**config.mk**
```make
export PLATFORM = sky130hd
export DESIGN_NAME = mult_div_hilo
export DESIGN_NICKNAME = d
export VERILOG_FILES = /design/src/rtl/mdu_pkg.sv /design/src/rtl/mdu_abs_neg.sv /design/src/rtl/mult_div_hilo.sv
export SDC_FILE = /design/constraint.sdc
export NUM_CORES = 1
export LEC_CHECK = 0
export ABC_AREA = 1
export CORE_ASPECT_RATIO = 0.8
export CORE_MARGIN = 1
export CORE_UTILIZATION = 45
export CTS_CLUSTER_SIZE = 30
export DETAILED_ROUTE_END_ITERATION = 8
export PLACE_DENSITY = 0.68
export SLEW_MARGIN = 30
export SYNTH_ARGS = -nofsm -noshare
export SYNTH_HDL_FRONTEND = slang
export SYNTH_HIERARCHICAL = 1
export SYNTH_SLANG_ARGS = --single-unit
```
**constraint.sdc**
```tcl
create_clock -name clk -period 2.7 [get_ports clk]
set_input_delay 0.405 -clock clk [delete_from_list [all_inputs] [get_ports clk]]
set_output_delay 0.405 -clock clk [all_outputs]
set_load 0.02 [all_outputs]
```
**src/rtl/mdu_pkg.sv**
```systemverilog
// Shared definitions for the multiply/divide unit: default operand width,
// operation encodings and the control FSM state encoding.
package mdu_pkg;

  localparam int MDU_WIDTH = 32;

  // op[1] selects divide, op[0] selects unsigned.
  localparam logic [1:0] OP_MULT  = 2'b00;
  localparam logic [1:0] OP_MULTU = 2'b01;
  localparam logic [1:0] OP_DIV   = 2'b10;
  localparam logic [1:0] OP_DIVU  = 2'b11;

  typedef enum logic [2:0] {
    ST_IDLE = 3'd0,
    ST_MUL  = 3'd1,
    ST_DIV  = 3'd2,
    ST_SIGN = 3'd3,
    ST_DONE = 3'd4
  } mdu_state_e;

endpackage

```
**src/rtl/mdu_abs_neg.sv**
```systemverilog
// Conditional two's-complement negate. Used both to take operand magnitudes
// and to apply the sign correction to results.
// Ports:
//   din  - value to pass through or negate
//   neg  - 1: dout = -din, 0: dout = din
//   dout - result, same width as din
module mdu_abs_neg #(
  parameter int W = 32
) (
  input  logic [W-1:0] din,
  input  logic         neg,
  output logic [W-1:0] dout
);

  localparam logic [W-1:0] ONE = {{(W-1){1'b0}}, 1'b1};

  // Negate or pass through.
  always_comb begin
    dout = din;
    if (neg) begin
      dout = (~din) + ONE;
    end else begin
      dout = din;
    end
  end

endmodule

```
**src/rtl/mult_div_hilo.sv**
```systemverilog
// Iterative multiply/divide unit owning the HI and LO registers.
// Executes MULT, MULTU (radix-2 shift-add) and DIV, DIVU (restoring), one bit
// per cycle on operand magnitudes, followed by a single sign-correction cycle
// that writes HI/LO. MTHI/MTLO write opA directly when the unit is not busy.
// Ports:
//   clk, reset_n        - clock, asynchronous active-low reset
//   start, op           - one-cycle request and operation (mdu_pkg OP_*)
//   opA, opB            - rs (multiplicand/dividend), rt (multiplier/divisor)
//   mthi, mtlo          - move opA into HI / LO
//   hi, lo              - HI / LO registers
//   busy                - operation in flight
//   done                - one-cycle pulse when HI/LO hold a new result
//   divZero             - pulses with done for a divide by zero
module mult_div_hilo
  import mdu_pkg::*;
#(
  parameter int WIDTH = MDU_WIDTH
) (
  input  logic             clk,
  input  logic             reset_n,
  input  logic             start,
  input  logic [1:0]       op,
  input  logic [WIDTH-1:0] opA,
  input  logic [WIDTH-1:0] opB,
  input  logic             mthi,
  input  logic             mtlo,
  output logic [WIDTH-1:0] hi,
  output logic [WIDTH-1:0] lo,
  output logic             busy,
  output logic             done,
  output logic             divZero
);

  localparam int CW = $clog2(WIDTH);
  localparam logic [CW-1:0] CNT_LAST = CW'(WIDTH - 1);

  mdu_state_e          state_r, state_nxt_s;
  logic [CW-1:0]       cnt_r;
  logic [WIDTH-1:0]    mcand_r;
  logic [WIDTH-1:0]    dvsr_r;
  logic [2*WIDTH-1:0]  prod_r;
  logic [WIDTH:0]      rem_r;
  logic [WIDTH-1:0]    quo_r;
  logic                sign_a_r, sign_b_r, is_div_r;
  logic [WIDTH-1:0]    hi_r, lo_r;
  logic                busy_r, done_r, divzero_r;

  logic                is_signed_s, neg_a_s, neg_b_s;
  logic [WIDTH-1:0]    abs_a_s, abs_b_s;
  logic                idle_like_s, accept_s, div_zero_s, cnt_last_s;
  logic [WIDTH:0]      mul_sum_s;
  logic [2*WIDTH-1:0]  mul_nxt_s;
  logic [WIDTH:0]      div_shift_s, div_diff_s;
  logic                div_fits_s;
  logic [2*WIDTH-1:0]  prod_fix_s;
  logic [WIDTH-1:0]    quo_fix_s, rem_fix_s;

  assign is_signed_s = ~op[0];
  assign neg_a_s     = is_signed_s & opA[WIDTH-1];
  assign neg_b_s     = is_signed_s & opB[WIDTH-1];
  assign idle_like_s = (state_r == ST_IDLE) || (state_r == ST_DONE);
  assign accept_s    = start && idle_like_s;
  assign div_zero_s  = op[1] && (opB == {WIDTH{1'b0}});
  assign cnt_last_s  = (cnt_r == CNT_LAST);

  // Operand magnitudes; the most negative value maps onto itself, which is
  // the correct unsigned magnitude.
  mdu_abs_neg #(.W(WIDTH)) u_abs_a (.din(opA), .neg(neg_a_s), .dout(abs_a_s));
  mdu_abs_neg #(.W(WIDTH)) u_abs_b (.din(opB), .neg(neg_b_s), .dout(abs_b_s));

  // Result sign correction: product and quotient follow signA^signB, the
  // remainder follows the dividend. Unsigned ops latch both flags as 0.
  mdu_abs_neg #(.W(2*WIDTH)) u_fix_prod (
    .din(prod_r), .neg(sign_a_r ^ sign_b_r), .dout(prod_fix_s));
  mdu_abs_neg #(.W(WIDTH)) u_fix_quo (
    .din(quo_r), .neg(sign_a_r ^ sign_b_r), .dout(quo_fix_s));
  mdu_abs_neg #(.W(WIDTH)) u_fix_rem (
    .din(rem_r[WIDTH-1:0]), .neg(sign_a_r), .dout(rem_fix_s));

  // Shift-add step: the multiplier sits in the low half of the accumulator
  // and is consumed LSB first while the partial product grows from the top.
  assign mul_sum_s = {1'b0, prod_r[2*WIDTH-1:WIDTH]} +
                     (prod_r[0] ? {1'b0, mcand_r} : {(WIDTH+1){1'b0}});
  assign mul_nxt_s = {mul_sum_s, prod_r[WIDTH-1:1]};

  // Restoring step: the extra remainder bit catches the borrow of the trial
  // subtraction; no borrow means the quotient bit is 1.
  assign div_shift_s = {rem_r[WIDTH-1:0], quo_r[WIDTH-1]};
  assign div_diff_s  = div_shift_s - {1'b0, dvsr_r};
  assign div_fits_s  = ~div_diff_s[WIDTH];

  // FSM state register.
  always_ff @(posedge clk or negedge reset_n) begin
    if (!reset_n) begin
      state_r <= ST_IDLE;
    end else begin
      state_r <= state_nxt_s;
    end
  end

  // FSM next-state logic.
  always_comb begin
    state_nxt_s = state_r;
    case (state_r)
      ST_IDLE, ST_DONE: begin
        if (!start) begin
          state_nxt_s = ST_IDLE;
        end else if (!op[1]) begin
          state_nxt_s = ST_MUL;
        end else if (div_zero_s) begin
          state_nxt_s = ST_DONE;
        end else begin
          state_nxt_s = ST_DIV;
        end
      end
      ST_MUL: begin
        if (cnt_last_s) begin
          state_nxt_s = ST_SIGN;
        end else begin
          state_nxt_s = ST_MUL;
        end
      end
      ST_DIV: begin
        if (cnt_last_s) begin
          state_nxt_s = ST_SIGN;
        end else begin
          state_nxt_s = ST_DIV;
        end
      end
      ST_SIGN: state_nxt_s = ST_DONE;
      default: state_nxt_s = ST_IDLE;
    endcase
  end

  // Registered status outputs, decoded from the next state.
  always_ff @(posedge clk or negedge reset_n) begin
    if (!reset_n) begin
      busy_r    <= 1'b0;
      done_r    <= 1'b0;
      divzero_r <= 1'b0;
    end else begin
      busy_r    <= (state_nxt_s == ST_MUL) || (state_nxt_s == ST_DIV) ||
                   (state_nxt_s == ST_SIGN);
      done_r    <= (state_nxt_s == ST_DONE);
      divzero_r <= accept_s && div_zero_s;
    end
  end

  // Datapath: operand latch, iteration, result write and HI/LO moves.
  always_ff @(posedge clk or negedge reset_n) begin
    if (!reset_n) begin
      cnt_r    <= {CW{1'b0}};
      mcand_r  <= {WIDTH{1'b0}};
      dvsr_r   <= {WIDTH{1'b0}};
      prod_r   <= {(2*WIDTH){1'b0}};
      rem_r    <= {(WIDTH+1){1'b0}};
      quo_r    <= {WIDTH{1'b0}};
      sign_a_r <= 1'b0;
      sign_b_r <= 1'b0;
      is_div_r <= 1'b0;
      hi_r     <= {WIDTH{1'b0}};
      lo_r     <= {WIDTH{1'b0}};
    end else begin
      case (state_r)
        ST_IDLE, ST_DONE: begin
          if (start) begin
            // A start on the same edge wins over mthi/mtlo.
            sign_a_r <= neg_a_s;
            sign_b_r <= neg_b_s;
            is_div_r <= op[1];
            mcand_r  <= abs_a_s;
            dvsr_r   <= abs_b_s;
            prod_r   <= {{WIDTH{1'b0}}, abs_b_s};
            quo_r    <= abs_a_s;
            rem_r    <= {(WIDTH+1){1'b0}};
            cnt_r    <= {CW{1'b0}};
          end else begin
            if (mthi) hi_r <= opA;
            if (mtlo) lo_r <= opA;
          end
        end
        ST_MUL: begin
          prod_r <= mul_nxt_s;
          cnt_r  <= cnt_r + {{(CW-1){1'b0}}, 1'b1};
        end
        ST_DIV: begin
          rem_r <= div_fits_s ? div_diff_s : div_shift_s;
          quo_r <= {quo_r[WIDTH-2:0], div_fits_s};
          cnt_r <= cnt_r + {{(CW-1){1'b0}}, 1'b1};
        end
        ST_SIGN: begin
          if (is_div_r) begin
            hi_r <= rem_fix_s;
            lo_r <= quo_fix_s;
          end else begin
            hi_r <= prod_fix_s[2*WIDTH-1:WIDTH];
            lo_r <= prod_fix_s[WIDTH-1:0];
          end
        end
        default: begin
          cnt_r <= {CW{1'b0}};
        end
      endcase
    end
  end

  assign hi      = hi_r;
  assign lo      = lo_r;
  assign busy    = busy_r;
  assign done    = done_r;
  assign divZero = divzero_r;

endmodule

```
* After elaboration in Yosys (flattened, before gate mapping)
Cells that the tools add are included.
** Storage, ports and cells
- Bits in registers :: 270
- Input bits :: 71
- Output and inout port bits :: 67
- Logic and storage cells :: 95
** Operators by class
- Add/sub/neg operators :: 8
- Equal/unequal tests :: 13
- Muxes and demuxes :: 29
- Bitwise operators :: 11
- Reduce and logical (&&, ||, !) cells :: 19
** Operators with widths (number)
- $mux W32 :: 14
- $pmux W32 S2 :: 4
- $add A32 B1 Y32 const B :: 4
- $mux W64 :: 2
- $not A32 Y32 :: 4
- $pmux W64 S2 :: 1
- $add A64 B1 Y64 const B :: 1
- $not A64 Y64 :: 1
- $add A32 B32 Y33 :: 1
- $sub A33 B32 Y33 :: 1
- $logic_not A32 Y1 :: 1
- $pmux W5 S3 :: 1
- $eq A3 B2 Y1 const B :: 4
- $pmux W3 S4 :: 1
- $mux W3 :: 3
- $ne A2 B2 Y1 const B :: 4
- $reduce_and A2 Y1 :: 4
- $eq A3 B1 Y1 const B :: 2
- $eq A3 B3 Y1 const B :: 2
- $reduce_and A3 Y1 :: 2
- $reduce_bool A2 Y1 :: 3
- $add A5 B1 Y5 const B :: 1
- $eq A5 B5 Y1 const B :: 1
- $mux W5 :: 1
- 9 further kinds :: 17

* Depth between registers and ports, before layout
Gate-level depths: netlist of run 1.
- Depth in word-level cells :: 9
- Gate-level depth with buffers :: 19
- Mapped depth without buffers :: 17

* Cells and area by module
Netlist of run 1, hierarchy kept.
** By module, submodules not included
- mult_div_hilo :: times used 1, cells each 2518, area each 16859.9 um2, seq. area each 6756.5 um2
- mdu_abs_neg at u_abs_a ... :: times used 4, cells each 227, area each 1108.6 um2, seq. area each 0.0 um2
- mdu_abs_neg at u_fix_prod :: times used 1, cells each 498, area each 2466.1 um2, seq. area each 0.0 um2

* Least setup slack after synthesis of run 1
OpenSTA, ideal clock, no wires.
- Kind :: register -> register
- Start point :: register prod_r[0]
- End point :: register prod_r[61]
- Setup time :: 0.118 ns
- Arrival time :: 2.600 ns
- Required time :: 2.582 ns
- Path slack :: -0.018 ns
- Stages on the path, launching flop included :: 18
- Buffers on the path :: 2
- Clock period less this slack :: 2.718 ns
- Cell sequence :: dfrtp_1 clkbuf_1 clkbuf_1 nand2_1 inv_1 ha_1 inv_1 fa_1 inv_1 nand2_1 o21ai_1 a21boi_0 o21ai_1 nand2_1 nand2_1 nand2_1 nand3_1 nand2_1
** On the way
- Cells in the longest elaborated chain, start to end :: 3
** Ends and longest elaborated chain
- start: declaration :: RTL line mult_div_hilo.sv:41 : logic [2*WIDTH-1:0] prod_r;
- start signal: assignment :: RTL line mult_div_hilo.sv:155 : prod_r <= {(2*WIDTH){1'b0}};
- start signal: assignment :: RTL line mult_div_hilo.sv:173 : prod_r <= {{WIDTH{1'b0}}, abs_b_s};
- start signal: assignment :: RTL line mult_div_hilo.sv:183 : prod_r <= mul_nxt_s;
- $mux W32 :: RTL line mult_div_hilo.sv:83 : (prod_r[0] ? {1'b0, mcand_r} : {(WIDTH+1){1'b0}});
- $add A32 B32 Y33 :: RTL line mult_div_hilo.sv:82 : assign mul_sum_s = {1'b0, prod_r[2*WIDTH-1:WIDTH]} +
- $pmux W64 S2 :: RTL line mult_div_hilo.sv:164 : case (state_r)
No other way between the ends.
A chain may end at the register's enable or synchronous reset.

* Final worst setup path of run 1
- Start point :: register prod_r[0]
- End point :: register lo_r[21], in the netlist lo[21]
** On the way
- Cells in the longest elaborated chain, start to end :: 5
** Ends and longest elaborated chain
- $not A64 Y64 :: RTL line mdu_abs_neg.sv:21 : dout = (~din) + ONE;
- $add A64 B1 Y64 :: RTL line mdu_abs_neg.sv:21
- $mux W64 :: RTL line mdu_abs_neg.sv:20 : if (neg) begin
- net prod_fix_s[21] :: RTL line mult_div_hilo.sv:55 : logic [2*WIDTH-1:0] prod_fix_s;
- $mux W32 :: RTL line mult_div_hilo.sv:192 : if (is_div_r) begin
- $pmux W32 S2 :: RTL line mult_div_hilo.sv:164
- end signal: assignment :: RTL line mult_div_hilo.sv:162 : lo_r <= {WIDTH{1'b0}};
- end signal: assignment :: RTL line mult_div_hilo.sv:194 : lo_r <= quo_fix_s;
- end signal: assignment :: RTL line mult_div_hilo.sv:197 : lo_r <= prod_fix_s[WIDTH-1:0];
- end: declaration :: RTL line mult_div_hilo.sv:45 : logic [WIDTH-1:0] hi_r, lo_r;
The timed path passes the listed nets, and every way through them passes these cells.

==> impl_metrics.prom, run 1 <==
# TYPE chip_impl_metric gauge
chip_impl_metric{name="final_net_count",unit=""} 4196
chip_impl_metric{name="area_of_combinational_cells_with_multiple_inputs",unit="µm²"} 14960
chip_impl_metric{name="numCtsBuffers",unit=""} 31
chip_impl_metric{name="post_synth_inst_count",unit=""} 3924
chip_impl_metric{name="critical_path_required",unit="ns"} 3.20
chip_impl_metric{name="min_period_over_period",unit="%"} 93.63
chip_impl_metric{name="layout.cells.non_filler",unit=""} 4757
chip_impl_metric{name="worst_reg2reg_path_length_in_cells",unit=""} 11
chip_impl_info{name="crit_start",value="prod_r[0]"} 1
chip_impl_metric{name="antenna_found_initial",unit=""} 1
chip_impl_metric{name="synth-edff-count",unit=""} 0
chip_impl_metric{name="ir_drop",unit="mV"} 0.8230
chip_impl_metric{name="max_cap_viol_count",unit=""} 0
chip_impl_info{name="rsz_0062_raised_after_global_routing",value="no"} 1
chip_impl_metric{name="instance_count_after_placement_with_tap_cells_included",unit=""} 4701
chip_impl_info{name="largest_family_of_logic_cells_by_synthesized_area",value="simple AND/OR/NAND/NOR gates"} 1
chip_impl_metric{name="drive_above_1_share",unit="%"} 7.267
chip_impl_info{name="synth_ff_type",value="sky130_fd_sc_hd__dfrtp_1"} 1
chip_impl_info{name="worst_r2r_start",value="prod_r[0]"} 1
chip_impl_metric{name="final-setup-viol-count",unit=""} 0
chip_impl_metric{name="finish.utilization",unit="%"} 52.75
chip_impl_metric{name="dr_total_vias",unit=""} 26200
chip_impl_metric{name="timing_worst_slew_pin_value",unit="ns"} 0.7647
chip_impl_metric{name="synthMuxAreaShare",unit="%"} 0
chip_impl_info{name="tritoncts",value="yes"} 1
chip_impl_info{name="crit_path_start_kind",value="register"} 1
chip_impl_metric{name="globalRoute.totalOverflow",unit=""} 0
chip_impl_metric{name="p_per_area",unit="nW/µm²"} 1473
chip_impl_info{name="critical_path.slowest_cell",value="sky130_fd_sc_hd__xor2_1"} 1
chip_impl_metric{name="setup_tns",unit="ns"} 0
chip_impl_info{name="crit_top_cell",value="sky130_fd_sc_hd__nand2_1"} 1
chip_impl_metric{name="clock_skew",unit="ns"} 0.01426
chip_impl_info{name="worstReg2RegEnd",value="lo[21]"} 1
chip_impl_metric{name="mappedNetlistNets",unit=""} 4068
chip_impl_metric{name="die_h",unit="µm"} 207.5
chip_impl_metric{name="viasPerCell",unit=""} 5.507
chip_impl_metric{name="ports_placed_on_the_boundary",unit=""} 138
chip_impl_metric{name="clk_path_buf_depth",unit=""} 3
chip_impl_info{name="timing.setup.critical_path_class",value="register to register"} 1
chip_impl_metric{name="fmax",unit="GHz"} 0.3956
chip_impl_metric{name="buffer_ports.inserted",unit=""} 137
chip_impl_metric{name="worst_ep_arrival",unit="ns"} 3.03
chip_impl_metric{name="fillCellCount",unit=""} 5211
chip_impl_info{name="final_cell_mix",value="1690 x sky130_fd_sc_hd__nand2_1, 431 x sky130_fd_sc_hd__nor2_1, 402 x sky130_fd_sc_hd__inv_1"} 1
chip_impl_info{name="timing.critical_path.cells",value="buf_12 -> inv_1 -> nand3_2 -> nor2_8 -> nand3_4 -> o21ai_4 -> xor2_1 -> nand2_1 -> nand2_1 -> nand2_1 -> a31oi_1"} 1
chip_impl_metric{name="gp_congestion",unit=""} 1.067
chip_impl_metric{name="final_hold_viol_count",unit=""} 0
chip_impl_metric{name="cellLeakagePower",unit="nW"} 14.28
chip_impl_metric{name="ys_ff_latch",unit=""} 270
chip_impl_metric{name="post_synth_simple_gate_area",unit="%"} 47.07
chip_impl_metric{name="final_antenna_net_count",unit=""} 0
chip_impl_metric{name="clk_pin_slew_worst_paths",unit="ns"} 0.06
chip_impl_metric{name="grt_start_max_net_pins",unit=""} 99
chip_impl_metric{name="grt_first_pass_wirelength",unit="µm"} 140100
chip_impl_metric{name="detailedRoute.firstPassIterationCount",unit=""} 7
chip_impl_metric{name="num_rows",unit=""} 74
chip_impl_metric{name="timing.reg2reg.setup_slack",unit="ns"} 0.17
chip_impl_metric{name="clk_latency",unit="ns"} 0.59
chip_impl_metric{name="post_dp_hpwl",unit="µm"} 73550
chip_impl_metric{name="cts.sink_count",unit=""} 270
chip_impl_metric{name="yosysSeqAreaShare",unit="%"} 28.44
chip_impl_metric{name="die_area",unit="µm²"} 53730
chip_impl_info{name="result_of_the_run",value="finished, final reports clean"} 1
chip_impl_metric{name="crit_path_max_incr_delay",unit="ns"} 0.53
chip_impl_metric{name="yosys_warnings",unit=""} 6
chip_impl_metric{name="timing_max_transition_violations_final",unit=""} 0
chip_impl_metric{name="wirelength",unit="µm"} 92370
chip_impl_metric{name="drt_iter0_drc",unit=""} 3581
chip_impl_info{name="layout.cells.most_common",value="sky130_fd_sc_hd__nand2_1"} 1
chip_impl_metric{name="fp.dieW",unit="µm"} 258.9
chip_impl_metric{name="yosys.area_share.adder",unit="%"} 3.907
chip_impl_metric{name="crit_fanout",unit=""} 35
chip_impl_metric{name="relSlewSlack",unit="%"} 49.02
chip_impl_info{name="worst_hold_path_type",value="input port to async pin"} 1
chip_impl_info{name="clock-root-buffer",value="sky130_fd_sc_hd__clkbuf_16"} 1
chip_impl_metric{name="number_of_global_route_vias_before_repair",unit=""} 23180
chip_impl_metric{name="async_reset_ff_share",unit="%"} 100.0
chip_impl_metric{name="drc",unit=""} 0
chip_impl_metric{name="initial_utilization",unit="%"} 46.07
chip_impl_metric{name="period_minus_slack",unit="ns"} 2.528
chip_impl_metric{name="mean_routed_wirelength_per_cell",unit="µm"} 19.42
chip_impl_metric{name="final-seq-area",unit="µm²"} 6758
chip_impl_metric{name="synth_compound_area_share",unit="%"} 7.862
chip_impl_metric{name="post_synth_instance_area",unit="µm²"} 23760
chip_impl_metric{name="area_growth_syn_to_layout",unit="%"} 14.49
chip_impl_metric{name="core",unit="µm²"} 51570
chip_impl_metric{name="cts.htree.levels",unit=""} 1
chip_impl_metric{name="yosysUniqueCellTypes",unit=""} 50
chip_impl_metric{name="synthesis.area_per_instance",unit="µm²"} 6.055
chip_impl_info{name="critPathCaptureType",value="register"} 1
chip_impl_metric{name="globalRouteTotalUtil",unit="%"} 33.97
chip_impl_metric{name="synth-xor-area-share",unit="%"} 3.791
chip_impl_metric{name="antennaDiodeCount",unit=""} 0
[layer usage]
metal	GRT usage (%)	up-vias	wire length (µm)
li1	-	12540	-
met5	0	-	13
met1	52.90	12080	41920
met2	45.51	1460	35640
met4	5.999	2	1727
met3	10.18	115	13070
[sequential cells by signal (all words and copies together), names as in the netlist]
register,cells
busy,1
cnt_r,5
divZero,1
done,1
dvsr_r,32
hi,32
is_div_r,1
lo,32
mcand_r,32
prod_r,64
quo_r,32
rem_r,32
sign_a_r,1
sign_b_r,1
state_r,3
[layout make-up]
type                    instances  area share (%)
clock inverters                13          0.5750
flip-flops and latches        270           24.84
well taps                     684           3.146
inverters                     422           5.897
multi-input cells            3123           55.01
clock buffers                  41           3.063
repair buffers                204           7.470
[report_power, final]
group / leakage [nW] / internal, W / total, W / switching (W)
Combinational: 10.5 / 0.00865 / 0.0276 / 0.0189
Sequential: 3.32 / 0.00582 / 0.00825 / 0.00242
Clock: 0.469 / 0.00244 / 0.00427 / 0.00183
Total: 14.3 / 0.0169 / 0.0401 / 0.0232
[logic make-up (layout without fill, tap and decap cells)]
kind of cell / count (synthesis) / after routing
simple gates: 2626 / 2626
buf+inv: 531 / 680
compound gates: 322 / 322
flops: 270 / 270
xor+xnor: 102 / 102
fa+ha+maj: 73 / 73
[worst max path at each step]
stage	slack (ns)	cells past startpoint	end
after floorplan	0.07	17	prod_r[61]
after global placement	0.24	13	prod_r[53]
after detailed placement	0.16	13	prod_r[61]
after CTS	0.15	13	prod_r[61]
after global routing	0.007	16	rem_r[13]
final	0.17	11	lo[21]
[cells in the mapped netlist (42+ instances only)]
cell type                  instances  area [µm²]
sky130_fd_sc_hd__nand2_1        1692        6351
sky130_fd_sc_hd__nor2_1          433        1625
sky130_fd_sc_hd__inv_1           403        1513
sky130_fd_sc_hd__nand3_1         271        1356
sky130_fd_sc_hd__dfrtp_1         270        6756
sky130_fd_sc_hd__o21ai_0         121       605.6
sky130_fd_sc_hd__a21oi_1          86       430.4
sky130_fd_sc_hd__ha_1             71       888.4
sky130_fd_sc_hd__a31oi_1          65       406.6
sky130_fd_sc_hd__xnor2_1          57       499.2
sky130_fd_sc_hd__clkbuf_1         56       210.2
sky130_fd_sc_hd__xor2_1           44       385.4
sky130_fd_sc_hd__nor2_2           42       262.8
[stage by stage]
stage               setup WS (ns)  cell area [µm²]  total power, W  hold WS, ns
floorplan                 0.07356            23760         0.02532       0.1094
global placement           0.2379            26160         0.03438       0.4388
detailed placement         0.1568            26160         0.03446       0.4326
CTS                        0.1468            27160         0.03888       0.4302
global route             0.006706            27200         0.04281       0.4584
finish                     0.1721            27200         0.04007       0.4106
[critical path, delay by kind of cell, from the launching register on]
family | cells | cell delay (ns)
AND/OR/NAND/NOR | 6 | 0.76
AO/OA/AOI/OAI | 2 | 0.46
XOR/XNOR | 1 | 0.53
flip-flops | 1 | 0.41
buffers and inverters | 2 | 0.29
[repair_timing]
item	CTS	global route
hold buffers	1	0
endpoints found under the setup margin	0	16
buffers inserted	0	1
hold endpoints to repair	58	0
resized for setup	0	5
No activity file was read; power rests on OpenSTA's default activity.
==> run 2, diff against run 1 <==
--- a/config.mk
+++ b/config.mk
@@ -6,12 +6,13 @@
 export NUM_CORES = 1
 export LEC_CHECK = 0
 export ABC_AREA = 1
+export CAP_MARGIN = 20
 export CORE_ASPECT_RATIO = 0.8
 export CORE_MARGIN = 1
-export CORE_UTILIZATION = 45
+export CORE_UTILIZATION = 40
 export CTS_CLUSTER_SIZE = 30
 export DETAILED_ROUTE_END_ITERATION = 8
-export PLACE_DENSITY = 0.68
+export PLACE_DENSITY = 0.62
 export SLEW_MARGIN = 30
 export SYNTH_ARGS = -nofsm -noshare
 export SYNTH_HDL_FRONTEND = slang
==> run 2 against run 1 <==
Against the previous run: combinational power about the same; via count decreased by 1.0%; cell count increased by 2.0%; final area increased by 1.1%; worst setup slack got worse by 0.024 ns.
==> impl_metrics.prom, run 2 (synthesis results as in run 1) <==
# TYPE chip_impl_metric gauge
chip_impl_metric{name="grt_use_met2",unit="%"} 42.70
chip_impl_metric{name="final-seq-area",unit="µm²"} 6760
chip_impl_info{name="globalRoute.busiestLayer",value="met1"} 1
chip_impl_metric{name="setup_slack",unit="ns"} 0.1476
chip_impl_metric{name="numCtsBuffers",unit=""} 31
chip_impl_metric{name="clk_pin_slew_worst_paths",unit="ns"} 0.07
chip_impl_metric{name="crit_fanout",unit=""} 6
chip_impl_info{name="final_cell_mix",value="1690 x sky130_fd_sc_hd__nand2_1, 431 x sky130_fd_sc_hd__nor2_1, 402 x sky130_fd_sc_hd__inv_1"} 1
chip_impl_metric{name="drive_above_1_share",unit="%"} 7.572
chip_impl_metric{name="timing_worst_slew_pin_value",unit="ns"} 0.7548
chip_impl_metric{name="critical_path_required",unit="ns"} 3.24
chip_impl_info{name="result_of_the_run",value="finished, final reports clean"} 1
chip_impl_metric{name="fillCellCount",unit=""} 6189
chip_impl_metric{name="clk_path_buf_depth",unit=""} 3
chip_impl_metric{name="buffer_ports.inserted",unit=""} 137
chip_impl_metric{name="post_dp_hpwl",unit="µm"} 75410
chip_impl_metric{name="mean_routed_wirelength_per_cell",unit="µm"} 19.48
chip_impl_metric{name="largest_reg_flops",unit=""} 64
chip_impl_metric{name="p_per_area",unit="nW/µm²"} 1482
chip_impl_metric{name="postLayoutCellArea",unit="µm²"} 27510
chip_impl_metric{name="instance_count_after_placement_with_tap_cells_included",unit=""} 4790
chip_impl_info{name="critPathCaptureType",value="register"} 1
chip_impl_metric{name="antenna_found_initial",unit=""} 1
chip_impl_metric{name="die_h",unit="µm"} 220.0
chip_impl_metric{name="min_period_over_period",unit="%"} 94.53
chip_impl_metric{name="cts.htree.levels",unit=""} 1
chip_impl_metric{name="gr-usage-met3",unit="%"} 7.497
chip_impl_metric{name="area_of_combinational_cells_with_multiple_inputs",unit="µm²"} 14950
chip_impl_metric{name="clock_skew",unit="ns"} 0.04958
chip_impl_metric{name="grt_first_pass_wirelength",unit="µm"} 141900
chip_impl_metric{name="worst_ep_arrival",unit="ns"} 3.10
chip_impl_metric{name="cellLeakagePower",unit="nW"} 14.38
chip_impl_metric{name="number_of_global_route_vias_before_repair",unit=""} 22850
chip_impl_info{name="layout.cells.most_common",value="sky130_fd_sc_hd__nand2_1"} 1
chip_impl_metric{name="dr_total_vias",unit=""} 25930
chip_impl_metric{name="wirelength",unit="µm"} 94490
chip_impl_info{name="worstReg2RegEnd",value="lo[26]"} 1
chip_impl_metric{name="num_rows",unit=""} 79
chip_impl_metric{name="ir_drop",unit="mV"} 0.7952
chip_impl_metric{name="fmax",unit="GHz"} 0.3918
chip_impl_metric{name="grt_util_met1",unit="%"} 48.59
chip_impl_metric{name="final_antenna_net_count",unit=""} 0
chip_impl_metric{name="relSlewSlack",unit="%"} 49.68
chip_impl_info{name="crit_path_start_kind",value="register"} 1
chip_impl_metric{name="globalRoute.totalOverflow",unit=""} 0
chip_impl_info{name="rsz_0062_raised_after_global_routing",value="no"} 1
chip_impl_metric{name="ports_placed_on_the_boundary",unit=""} 138
chip_impl_metric{name="die_area",unit="µm²"} 60390
chip_impl_metric{name="worst_reg2reg_path_length_in_cells",unit=""} 12
chip_impl_metric{name="core",unit="µm²"} 58420
chip_impl_metric{name="final-setup-viol-count",unit=""} 0
chip_impl_info{name="timing.setup.critical_path_class",value="register to register"} 1
chip_impl_metric{name="drt_iter0_drc",unit=""} 3208
chip_impl_info{name="worst_hold_path_type",value="input port to async pin"} 1
chip_impl_metric{name="final_hold_viol_count",unit=""} 0
chip_impl_metric{name="period_minus_slack",unit="ns"} 2.552
chip_impl_metric{name="cts.sink_count",unit=""} 270
chip_impl_metric{name="post_dp_cell_area",unit="µm²"} 26330
chip_impl_metric{name="viasPerCell",unit=""} 5.344
chip_impl_info{name="clock-root-buffer",value="sky130_fd_sc_hd__clkbuf_16"} 1
chip_impl_metric{name="max_cap_viol_count",unit=""} 0
chip_impl_metric{name="timing.reg2reg.setup_slack",unit="ns"} 0.15
chip_impl_metric{name="p_total",unit="W"} 0.04076
chip_impl_metric{name="gp_congestion",unit=""} 1.044
chip_impl_metric{name="layout.cells.non_filler",unit=""} 4851
chip_impl_metric{name="globalRouteTotalUtil",unit="%"} 30.88
chip_impl_metric{name="final_net_count",unit=""} 4202
chip_impl_metric{name="detailedRoute.firstPassIterationCount",unit=""} 6
chip_impl_metric{name="drc",unit=""} 0
chip_impl_metric{name="area_growth_syn_to_layout",unit="%"} 15.78
chip_impl_metric{name="setup_tns",unit="ns"} 0
chip_impl_info{name="largest_register",value="prod_r"} 1
chip_impl_metric{name="place_worst_setup_slack",unit="ns"} 0.1070
chip_impl_metric{name="clk_latency",unit="ns"} 0.63
chip_impl_info{name="tritoncts",value="yes"} 1
chip_impl_metric{name="initial_utilization",unit="%"} 40.67
chip_impl_metric{name="grt_start_max_net_pins",unit=""} 99
chip_impl_info{name="worst_r2r_start",value="prod_r[0]"} 1
chip_impl_metric{name="fp.dieW",unit="µm"} 274.5
chip_impl_metric{name="timing_max_transition_violations_final",unit=""} 0
## run 2: cell type report
class                           instances  share of cell area, %
Sequential cell                       270                  24.57
Timing Repair Buffer                  210                  7.778
Inverter                              422                  5.831
Tap cell                              769                  3.498
Clock buffer                           41                  3.102
Antenna cell                            1               0.009097
Multi-Input combinational cell       3123                  54.35
Clock inverter                         15                 0.8596
## run 2: timing repair
item / CTS / global route
resized for setup: 0 / 8
buffers inserted: 0 / 3
hold buffers: 1 / 0
endpoints found under the hold margin: 63 / 0
endpoints found under the setup margin: 0 / 36
## run 2: worst max path at each step
stage               from    endpoint  depth (start not counted)
2_1_floorplan  prod_r[0]  prod_r[61]                         17
3_3_place_gp   prod_r[0]  prod_r[61]                         13
3_5_place_dp   prod_r[0]  prod_r[61]                         13
4_1_cts        prod_r[0]  prod_r[61]                         13
5_1_grt        prod_r[0]  prod_r[52]                         15
6_report       prod_r[0]      lo[26]                         12
## run 2: layer usage
layer	wire length, µm	up-vias	part of all wire [%]
met4	1015	0	1.1
met3	11550	65	12
li1	-	12540	-
met1	44890	12030	48
met2	37040	1286	39
met5	0	-	0
## run 2: critical path: stages (launching register included)
cell                      delay [ns]
sky130_fd_sc_hd__dfrtp_2        0.45
sky130_fd_sc_hd__inv_1          0.10
sky130_fd_sc_hd__ha_1           0.22
sky130_fd_sc_hd__nand3_4        0.14
sky130_fd_sc_hd__o21ai_4        0.23
sky130_fd_sc_hd__nand3_2        0.15
sky130_fd_sc_hd__nor2_4         0.19
sky130_fd_sc_hd__xor2_1         0.35
sky130_fd_sc_hd__buf_4          0.19
sky130_fd_sc_hd__nand2_1        0.11
sky130_fd_sc_hd__nand2_1        0.11
sky130_fd_sc_hd__nand2_1        0.07
sky130_fd_sc_hd__a31oi_1        0.18
## run 2: per-stage QoR
stage / hold slack, ns / utilization (%)
after floorplan: 0.1094 / -
after global placement: 0.4544 / 45.08
after detailed placement: 0.4561 / 45.08
after CTS: 0.4115 / 46.96
after global routing: 0.4423 / 47.09
final: 0.4048 / 47.09
## run 2: where the power goes
part	total [W]	switching [W]	leakage, nW	internal (W)
sequential	0.00820	0.00237	3.32	0.00583
combinational	0.0279	0.0190	10.5	0.00889
clock	0.00462	0.00191	0.525	0.00271
total	0.0408	0.0233	14.4	0.0174
